==> config.mk <==
export PLATFORM = sky130hd
export DESIGN_NAME = mem_arbiter
export DESIGN_NICKNAME = d
export VERILOG_FILES = /design/src/rtl/cpu_types_pkg.sv /design/src/rtl/arb_priority.sv /design/src/rtl/mem_arbiter.sv
export SDC_FILE = /design/constraint.sdc
export NUM_CORES = 1
export LEC_CHECK = 0
export BUFFER_PORTS_ARGS = -buffer_cell sky130_fd_sc_hd__buf_4
export CAP_MARGIN = 5
export CORE_ASPECT_RATIO = 0.6
export CORE_UTILIZATION = 45
export CTS_BUF_LIST = sky130_fd_sc_hd__clkbuf_8
export CTS_CLUSTER_SIZE = 20
export DETAILED_ROUTE_END_ITERATION = 10
export GPL_TIMING_DRIVEN = 0
export HOLD_SLACK_MARGIN = 0.06
export PLACE_DENSITY = 0.76
export SYNTH_ARGS = -nofsm -noshare
export SYNTH_HDL_FRONTEND = slang
export SYNTH_SLANG_ARGS = --single-unit
==> constraint.sdc <==
create_clock -name CLK -period 4.94 [get_ports CLK]
set_clock_uncertainty 0.05 [all_clocks]
set_input_delay 0 -clock CLK [delete_from_list [all_inputs] [get_ports CLK]]
set_output_delay 0 -clock CLK [all_outputs]
set_load 0.1 [all_outputs]
==> src/rtl/cpu_types_pkg.sv <==
// Shared state/owner types and default limits for the memory arbiter.
package cpu_types_pkg;

  typedef enum logic [1:0] {
    IDLE,
    ACCESS,
    RESP,
    ERROR
  } arb_state_t;

  typedef enum logic {
    OWN_I,
    OWN_D
  } owner_t;

  localparam int STARVE_MAX_DEFAULT = 4;
  localparam int TIMEOUT_DEFAULT    = 255;

endpackage

==> src/rtl/arb_priority.sv <==
// Instruction/data priority decision with anti-starvation counter.
// Data normally wins; once the instruction side has watched STARVE_MAX data
// grants go by, the next grant goes to the instruction side.
module arb_priority
  import cpu_types_pkg::*;
#(
  parameter int STARVE_MAX = STARVE_MAX_DEFAULT
) (
  input  logic clk,
  input  logic rst,
  input  logic instr_req,
  input  logic data_req,
  input  logic grant_en,
  output logic grant_any,
  output logic grant_instr
);

  logic [7:0] starve_cnt;
  logic       starved;

  // Pick the winner from the current requests and the starvation count.
  always_comb begin
    starved     = (int'(starve_cnt) >= STARVE_MAX);
    grant_any   = instr_req || data_req;
    grant_instr = instr_req && (!data_req || starved);
  end

  // Count data grants that overtook a waiting instruction request, saturating.
  always_ff @(posedge clk or posedge rst) begin
    if (rst) begin
      starve_cnt <= 8'd0;
    end else if (grant_en) begin
      if (grant_instr || !instr_req) begin
        starve_cnt <= 8'd0;
      end else if (!starved) begin
        starve_cnt <= starve_cnt + 8'd1;
      end
    end
  end

endmodule

==> src/rtl/mem_arbiter.sv <==
// Two-port (instruction/data) arbiter in front of a single RAM port.
// One access at a time: IDLE -> ACCESS (strobes held until ram_rdy) -> RESP
// (one-cycle hit to the owner) -> IDLE. Timeouts and illegal read+write
// requests lock the block in ERROR until reset.
module mem_arbiter
  import cpu_types_pkg::*;
#(
  parameter int STARVE_MAX = STARVE_MAX_DEFAULT,
  parameter int TIMEOUT    = TIMEOUT_DEFAULT
) (
  input  logic        CLK,
  input  logic        RST,
  input  logic        iREN,
  input  logic [31:0] iaddr,
  output logic [31:0] iload,
  output logic        ihit,
  input  logic        dREN,
  input  logic        dWEN,
  input  logic [31:0] daddr,
  input  logic [31:0] dstore,
  output logic [31:0] dload,
  output logic        dhit,
  output logic        ramREN,
  output logic        ramWEN,
  output logic [31:0] ramaddr,
  output logic [31:0] ramstore,
  input  logic        ram_rdy,
  input  logic [31:0] ramload,
  output logic        err
);

  arb_state_t state;
  owner_t     owner;
  logic [7:0] wait_cnt;
  logic       req_lost;

  logic data_req;
  logic data_both;
  logic grant_en;
  logic grant_any;
  logic grant_instr;
  logic req_live;
  logic timeout_hit;

  // Request qualification, live-request tracking and timeout detection.
  always_comb begin
    data_req    = dREN ^ dWEN;
    data_both   = dREN && dWEN;
    grant_en    = (state == IDLE) && !data_both && grant_any;
    req_live    = (owner == OWN_I) ? iREN : (ramWEN ? dWEN : dREN);
    timeout_hit = (int'(wait_cnt) + 1) >= TIMEOUT;
  end

  arb_priority #(
    .STARVE_MAX(STARVE_MAX)
  ) u_arb_priority (
    .clk        (CLK),
    .rst        (RST),
    .instr_req  (iREN),
    .data_req   (data_req),
    .grant_en   (grant_en),
    .grant_any  (grant_any),
    .grant_instr(grant_instr)
  );

  // Arbiter FSM with all RAM-side and requester-side outputs registered.
  always_ff @(posedge CLK or posedge RST) begin
    if (RST) begin
      state    <= IDLE;
      owner    <= OWN_I;
      wait_cnt <= 8'd0;
      req_lost <= 1'b0;
      ramREN   <= 1'b0;
      ramWEN   <= 1'b0;
      ramaddr  <= 32'd0;
      ramstore <= 32'd0;
      ihit     <= 1'b0;
      dhit     <= 1'b0;
      iload    <= 32'd0;
      dload    <= 32'd0;
      err      <= 1'b0;
    end else begin
      ihit  <= 1'b0;
      dhit  <= 1'b0;
      iload <= 32'd0;
      dload <= 32'd0;
      case (state)
        IDLE: begin
          if (data_both) begin
            state <= ERROR;
            err   <= 1'b1;
          end else if (grant_any) begin
            state    <= ACCESS;
            wait_cnt <= 8'd0;
            req_lost <= 1'b0;
            if (grant_instr) begin
              owner    <= OWN_I;
              ramREN   <= 1'b1;
              ramWEN   <= 1'b0;
              ramaddr  <= iaddr;
              ramstore <= 32'd0;
            end else begin
              owner    <= OWN_D;
              ramREN   <= dREN;
              ramWEN   <= dWEN;
              ramaddr  <= daddr;
              ramstore <= dstore;
            end
          end
        end
        ACCESS: begin
          wait_cnt <= wait_cnt + 8'd1;
          if (ram_rdy) begin
            state  <= RESP;
            ramREN <= 1'b0;
            ramWEN <= 1'b0;
            if (req_live && !req_lost) begin
              if (owner == OWN_I) begin
                ihit  <= 1'b1;
                iload <= ramload;
              end else begin
                dhit  <= 1'b1;
                dload <= ramWEN ? 32'd0 : ramload;
              end
            end
          end else if (timeout_hit) begin
            state  <= ERROR;
            err    <= 1'b1;
            ramREN <= 1'b0;
            ramWEN <= 1'b0;
          end else if (!req_live) begin
            req_lost <= 1'b1;
          end
        end
        RESP: begin
          state <= IDLE;
        end
        default: begin
          state  <= ERROR;
          err    <= 1'b1;
          ramREN <= 1'b0;
          ramWEN <= 1'b0;
        end
      endcase
    end
  end

endmodule

Word level (Yosys, flattened, before mapping). Index checks and enable logic that the tools add are counted.

Bitwise gates (word level): 3. Order comparisons: 2. Reduce and logical (&&, ||, !) cells: 21. Mux-type cells: 52. $add $sub $neg: 3. Equal/unequal tests: 12.

Operator list (number): $mux 32 (11); $mux 8 (4); $mux 1 (27); $add 8x1->8 const B (2); $ne 2x2->1 const B (8); $pmux 8 s2 (1); $add 8x1->9 const B (1); $ge 9x8->1 const B (1); $pmux 1 s3 (3); $ge 8x3->1 const B (1); $mux 2 (4); $reduce_and 4->1 (2); $ne 3x3->1 const B (2); $pmux 2 s3 (1); $reduce_and 3->1 (2); $reduce_and 6->1 (1); $logic_and 1x1->1 (5); $logic_not 1->1 (4); $reduce_and 2->1 (2); $logic_or 1x1->1 (3); $eq 2x1->1 const B (1); $eq 2x2->1 const B (1); $logic_not 2->1 (1); $not 1->1 (2); other kinds (3) (3).

Word-level logic and storage cells: 107. Output and inout bits: 133. Register bits after elaboration: 153. Input port bits: 134.

Longest topological paths before layout. Gate-level depths: netlist of run 1.

Word-level depth: 8. Mapped depth: 8. Mapped depth without buffers: 7.

Hierarchy. A second synthesis of run 1 with hierarchy kept.

Cells, all modules: 559. Area total of the unflattened synthesis: 6158.4 µm².

By module, submodules not included: mem_arbiter (cells an instance 522, area each 5763.0 µm², times used 1, sequential area each 3628.5 µm²); arb_priority (cells an instance 37, area each 395.4 µm², times used 1, sequential area each 200.2 µm²).

Worst setup path before layout of run 1. No wires, ideal clock.

Path type: register to register. Start: register wait_cnt[0]. End: register req_lost. Buffers on the path: 0. Stages on the path, launching flop included: 8. Data required time: 4.768 ns. Arrival: 1.808 ns. Library setup time: 0.122 ns. Clock period less this slack: 1.980 ns. Path slack: 2.960 ns. Cell sequence: dfrtp_1 -> inv_1 -> ha_1 -> o21ba_2 -> nor4bb_1 -> a22oi_1 -> or2_1 -> a32o_1.

Longest elaborated chain between the ends: 4.

RTL lines: start: declaration (RTL line mem_arbiter.sv:34) `logic [7:0] wait_cnt;`; start signal: assignment (RTL line mem_arbiter.sv:112) `wait_cnt <= wait_cnt + 8'd1;`; $add 8x1->9 (RTL line mem_arbiter.sv:51) `timeout_hit = (int'(wait_cnt) + 1) >= TIMEOUT;`; $ge 9x8->1 (RTL line mem_arbiter.sv:51); $ne 2x2->1 (no source line); $reduce_and 6->1 (no source line); end signal: assignment (RTL line mem_arbiter.sv:72) `req_lost <= 1'b0;`; end signal: assignment (RTL line mem_arbiter.sv:95) `req_lost <= 1'b0;`; end signal: assignment (RTL line mem_arbiter.sv:132) `req_lost <= 1'b1;`; end: declaration (RTL line mem_arbiter.sv:35) `logic req_lost;`.

Every way passes these cells. A chain may end at the register's enable or synchronous reset.

Worst setup path in the final report of run 1.
Start: input port dWEN. End: register ramaddr[16].

Longest elaborated chain between the ends: 5. Elaborated cells on any way between the ends: 9. Those cells by class: mux: 1; bitwise: 2; reduce/logical: 6.

RTL lines: start: declaration (RTL line mem_arbiter.sv:18) `input logic dWEN,`; $xor 1x1->1 (RTL line mem_arbiter.sv:47) `data_req = dREN ^ dWEN;`; $logic_not 1->1 (RTL line arb_priority.sv:25) `grant_instr = instr_req && (!data_req || starved);`; $logic_or 1x1->1 (RTL line arb_priority.sv:25); $logic_and 1x1->1 (RTL line arb_priority.sv:25); $mux 32 (RTL line mem_arbiter.sv:96) `if (grant_instr) begin`; end signal: assignment (RTL line mem_arbiter.sv:100) `ramaddr <= iaddr;`; end signal: assignment (RTL line mem_arbiter.sv:106) `ramaddr <= daddr;`; end: declaration (RTL line mem_arbiter.sv:25) `output logic [31:0] ramaddr,`.

Several ways; a longest one is shown, not always the timed one.

==> run metrics, run 1 <==
status complete, but fails checks; failing checks design-rule violations; final worst path period need 3.03 ns; Tightest Pin Transition 0.880 ns; syn avg cell area 10.9 sq um; RePlAce Congestion 0.884; share of post-route cells with drive strength above 1 31.7%; reg-to-reg endpoint ramaddr[16]; DRC 13; Worst-Skew Late Latency 0.44 ns; die area 0.0141 sq mm; vias in the first global route 6336; wire per inst 18.2 um; ANT nets after route 0; worst r2r src u_arb_priority.starve_cnt[5]; WL final 21.3 mm; Post-DP HPWL 13.6 mm; Pleak 5.34 nW; Setup Buffers After CTS 0; commonest non-fill, non-tap cell in the layout buf_4; core box area 0.0131 sq mm; period utilisation layout 61.4%; distinct cell type count after synthesis 46; CTS hold repair buffers 133; Max Cap Viol 0; relative slew slack 40.9%; worst path required time 5.20 ns; CTS tree yes; largest net degree at the start of global routing 82; Max Buffers Root-to-Sink 2; cells after synthesis 565; GRT overflow 0; Port Buf Inserts 265; Site Rows 32; maximum VDD drop 498 uV; CTS Buf Count 17; WL met3 1.63 mm; HP Class in -> async; total power 6.17 mW; Final Hold Viols 0; final slew viol count 0; first-pass GRT wire length 32.9 mm; CTS root buffer clkbuf_8; crit path max fanout 10; Total Routing Usage GR 30.9%; Max Used Layer met4; Nets 1123; Die X 153 um; # setup viols final 0; Worst Hold Margin 0.174 ns; I/O pins 267; ys flop type dfrtp_1; Post-Syn Nets 704; RSZ-0062 raised after global routing no; Starting Density 46.9%; Post-Synthesis Cell Area 0.00614 sq mm; sequential fraction of the synthesis area 62.3%; asr flop ratio synth 100%; pwr dens 609 mW/mm^2; CP Launch Type input port; vias after detailed routing 6015; Post-synth EDFFs 0; Crit Path Class in -> reg; Seq cells post-synth 153; ant diodes 0; worst-case reg-to-reg path depth 7; commonest cells after routing, fill and taps aside buf_4, dfrtp_1, dlygate4sd3_1; First-pass DRT Iterations 8; Layout area overhead 64.8%; clock slew at reported path FFs 0.10 ns; DIE HEIGHT 92.5 um; crit end category register; clk sinks 153; routed vias/inst 5.15; First DRT Iteration DRCs 385; initial antenna violation count 0; Resized cells post-CTS 0; H-tree Lvls 4; fmax 0.330 GHz; flop-to-flop setup slack 2.04 ns; Ys Warns 0; worst path arrival time 3.29 ns; DRT met1 WL 8.29 mm; WL met2 10.5 mm
-- flip-flops by register name (all words and copies together), names as in the netlist --
register,flops
dhit,1
owner,1
u_arb_priority.starve_cnt,8
err,1
wait_cnt,8
iload,32
ramstore,32
ramaddr,32
req_lost,1
dload,32
ramWEN,1
ramREN,1
state,2
ihit,1
-- stage by stage --
step           TNS, ns  cell area [sq um]  util (%)  std cells  worst slack [ns]
6_report             0              10100      77.3       1167              1.91
5_1_grt              0              10100      77.3       1167              1.82
4_1_cts              0              10100      77.3       1167              1.94
3_5_place_dp         0               8380      64.0       1002              2.42
3_3_place_gp   -101.84               8340      63.7       1000            -0.675
2_1_floorplan        0               6140         -        565             0.769
-- metal layers --
| layer | vias to the layer above | global-route usage (%) |
|---|---|---|
| met1 | 2926 | 36.2 |
| li1 | 2727 | - |
| met4 | 0 | 15.4 |
| met5 | - | 0 |
| met3 | 75 | 8.75 |
| met2 | 287 | 52.7 |
-- worst max path at each step --
| stage | from | endpoint | slack [ns] |
|---|---|---|---|
| floorplan | RST | dhit | 0.77 |
| global placement | RST | wait_cnt[0] | -0.67 |
| detailed placement | state[0] | dload[4] | 2.42 |
| CTS | dREN | ramaddr[18] | 1.94 |
| global route | dWEN | ramaddr[16] | 1.82 |
| finish | dWEN | ramaddr[16] | 1.91 |
-- synthesized netlist by cell type (all sizes together) (2+ instances only) --
cell type	count	share of area, %
a41oi	2	0.29
and2	64	6.5
mux2i	35	5.7
ha	5	1.0
nand3	34	2.8
o21bai	2	0.24
nand2	111	6.8
nand2b	5	0.51
clkbuf	23	1.4
nand4	4	0.41
a31oi	6	0.61
nand3b	2	0.24
a21oi	11	0.90
nor3	3	0.24
nor2	15	0.96
buf	11	1.2
inv	7	0.43
nor3b	2	0.24
and3	2	0.20
dfrtp	153	62
o21ai	47	3.8
o22ai	2	0.20
-- logic make-up (layout without fill, tap and decap cells) --
family / Yosys count / in the layout / share of synthesized area [%]
adder cells (fa/ha/maj): 5 / 5 / 1.02
XOR/XNOR: 1 / 1 / 0.143
AO/OA/AOI/OAI: 80 / 80 / 7.78
AND/OR/NAND/NOR: 250 / 250 / 20.0
multiplexers: 35 / 35 / 5.70
flip-flops: 153 / 153 / 62.3
buffers and inverters: 41 / 473 / 3.01
-- worst max-delay path, cell delays in order --
cell           delay (ns)
dlygate4sd3_1        0.56
buf_4                0.15
ha_1                 0.32
or4b_4               0.50
o41ai_4              0.41
buf_6                0.25
buf_6                0.20
mux2i_1              0.24
dlygate4sd3_1        0.59
o21ai_1              0.06
-- final cells by class --
class	count	area (sq um)
sequential	153	3830
timing repair buffer	400	3350
fill	815	2970
multi-input combinational	371	2130
clock buffer	17	234
tap	170	213
clock inverter	15	178
buffer	34	159
inverter	7	31.3
-- power breakdown --
group          internal, mW  total [mW]  switching, mW
Sequential             1.56        1.75          0.189
Combinational         0.744        3.42           2.68
Clock                 0.470       0.993          0.523
Total                  2.77        6.17           3.39
Note: power is estimated with default switching activity, not from simulation.
==> run 2, diff against run 1 <==
ABC_AREA = 1   (was default)
PLACE_DENSITY = 0.77   (was 0.76)
clock period = 3 ns   (was 4.94 ns; I/O delays follow)
==> run metrics, run 2 <==
status completed; Tightest Pin Transition 0.579 ns; clock share of power 14.2%; I/O pins 267; final worst path period need 2.70 ns; RePlAce Congestion 0.855; WL met3 1.62 mm; vias in the first global route 6452; main area contributors after synthesis dfrtp_1, nand2_1, nor2_1, o21ai_0, inv_1; switching share of power 55.3%; CTS root buffer clkbuf_8; die area 0.0139 sq mm; Pleak 5.47 nW; vias after detailed routing 6183; worst path required time 3.32 ns; sequential share of power 27.7%; CTS hold repair buffers 137; Worst Setup SP ramWEN; dpl ws 1.14 ns; syn avg cell area 9.36 sq um; Post-synth EDFFs 0; Seq cells post-synth 153; Layout area overhead 67.0%; Die X 151 um; Synth top area share 63.5%; clock slew at reported path FFs 0.09 ns; Post-Synthesis Cell Area 0.00603 sq mm; CP Launch Type register; RSZ-0062 raised after global routing no; distinct cell type count after synthesis 27; period utilisation layout 90.1%; commonest cells after routing, fill and taps aside buf_4, dfrtp_1, dlygate4sd3_1; CTS tree yes; DRC 0; Total Routing Usage GR 30.7%; first-pass GRT wire length 32.3 mm; Post-Syn Nets 783; largest net degree at the start of global routing 43; cells after synthesis 644; Gate power share 58.0%; Site Rows 32; WL final 20.4 mm; fmax 0.370 GHz; Setup Buffers After CTS 0; Slowest Stage Delay on Critical Path 0.64 ns; Cell Int Power 4.80 mW; worst path arrival time 3.02 ns; Starting Density 46.5%; DRT met1 WL 7.98 mm; First DRT Iteration DRCs 355; Max Cap Viol 0; First-pass DRT Iterations 5; crit path max fanout 10; # setup viols final 0; GRT overflow 0; number of fill cells 811; clk sinks 153; ant diodes 0; cell taking the most area after synthesis dfrtp_1; final slew viol count 0; core box area 0.0130 sq mm; WL met2 10.1 mm; Final Hold Viols 0; wire per inst 16.3 um; crit end category register; pwr dens 1070 mW/mm^2; cells along the critical path inv_1 -> nand2_1 -> nand3_1 -> dlygate4sd3_1 -> o211ai_1 -> dlygate4sd3_1 -> nor3_4 -> nand2_2 -> buf_6 -> nor2_1; commonest non-fill, non-tap cell in the layout buf_4; final setup TNS 0 ns; worst r2r src ramWEN; asr flop ratio synth 100%; relative slew slack 61.4%; Crit-path slowest cell dlygate4sd3_1; CTS Buf Count 17; Post-DP HPWL 12.4 mm; H-tree Lvls 4; ANT nets after route 0; Worst-Skew Late Latency 0.44 ns; flop-to-flop setup slack 0.30 ns; share of post-route cells with drive strength above 1 31.0%; Max Used Layer met4; Max Buffers Root-to-Sink 2; Ys Warns 0; crit-path most repeated cell dlygate4sd3_1; fin worst setup slack 0.296 ns; Port Buf Inserts 266; Resized cells post-CTS 0; Crit Path Class reg -> reg; routed vias/inst 4.94; Nets 1209; initial antenna violation count 0; Hold Crit Start dstore[15]; top post-synthesis cells by count dfrtp_1, nand2_1, nor2_1; HP Class in -> reg; count leader, synth dfrtp_1; maximum VDD drop 1050 uV; ys flop type dfrtp_1; sequential fraction of the synthesis area 63.5%; DIE HEIGHT 91.7 um; Net Sw Power 5.93 mW
==> run 2: worst max-delay path, delay by kind of cell, from the launching register on <==
kind / cells / cell delay, ns
buffers and inverters: 4 / 1.47
AND/OR/NAND/NOR: 5 / 0.56
flip-flops: 1 / 0.43
AO/OA/AOI/OAI: 1 / 0.12
==> run 2: area by class of cell <==
cell class	instances	area, sq um	area share [%]
Buffer	30	175	1.74
Clock buffer	17	234	2.32
Clock inverter	14	140	1.39
Inverter	66	254	2.52
Multi-Input combinational cell	395	1780	17.6
Sequential cell	153	3830	38.0
Tap cell	170	213	2.11
Timing Repair Buffer	407	3450	34.2
==> run 2: cell families (layout without fill, tap and decap cells) <==
| family | count (synthesis) | count (layout) | synth area share [%] |
|---|---|---|---|
| buffers and inverters | 96 | 534 | 7.05 |
| adder cells (fa/ha/maj) | 5 | 5 | 1.04 |
| flip-flops | 153 | 153 | 63.5 |
| XOR/XNOR | 1 | 1 | 0.145 |
| AND/OR/NAND/NOR | 302 | 302 | 20.8 |
| AO/OA/AOI/OAI | 87 | 87 | 7.45 |
==> run 2: path summary, 6_finish.rpt <==
| kind | to | cells past startpoint |
|---|---|---|
| min | ramstore[15] | 4 |
| min in group asynchronous | dload[22] | 4 |
| max in group asynchronous | ramstore[20] | 6 |
| max reg2reg | dload[28] | 10 |
| max | dload[28] | 10 |
| min reg2reg | u_arb_priority.starve_cnt[4] | 2 |
==> run 2: through the flow <==
| stage | cells | instance area [sq um] | utilization, % | power (mW) | hold WS, ns |
|---|---|---|---|---|---|
| 6_report | 1252 | 10100 | 77.6 | 10.7 | 0.276 |
| 5_1_grt | 1252 | 10100 | 77.6 | 11.2 | 0.266 |
| 4_1_cts | 1252 | 10100 | 77.6 | 10.6 | 0.240 |
| 3_5_place_dp | 1084 | 8320 | 64.2 | 8.63 | -0.112 |
| 3_3_place_gp | 1080 | 8240 | 63.6 | 8.56 | 0.172 |
| 2_1_floorplan | 644 | 6030 | - | 7.30 | 0.0786 |
==> run 2: power groups by stage <==
stage	Sequential, mW	Clock (mW)	Combinational, mW
floorplan	6.32	0	0.982
global placement	2.97	0	5.60
detailed placement	2.98	0	5.66
CTS	2.94	1.55	6.11
global route	3.03	1.65	6.47
finish	2.98	1.53	6.23
==> run 2: routing by layer <==
| metal | vias to the layer above | track usage [%] |
|---|---|---|
| met5 | - | 0 |
| met4 | 0 | 12.9 |
| met3 | 58 | 8.86 |
| met2 | 301 | 52.1 |
| met1 | 2951 | 36.3 |
| li1 | 2873 | - |
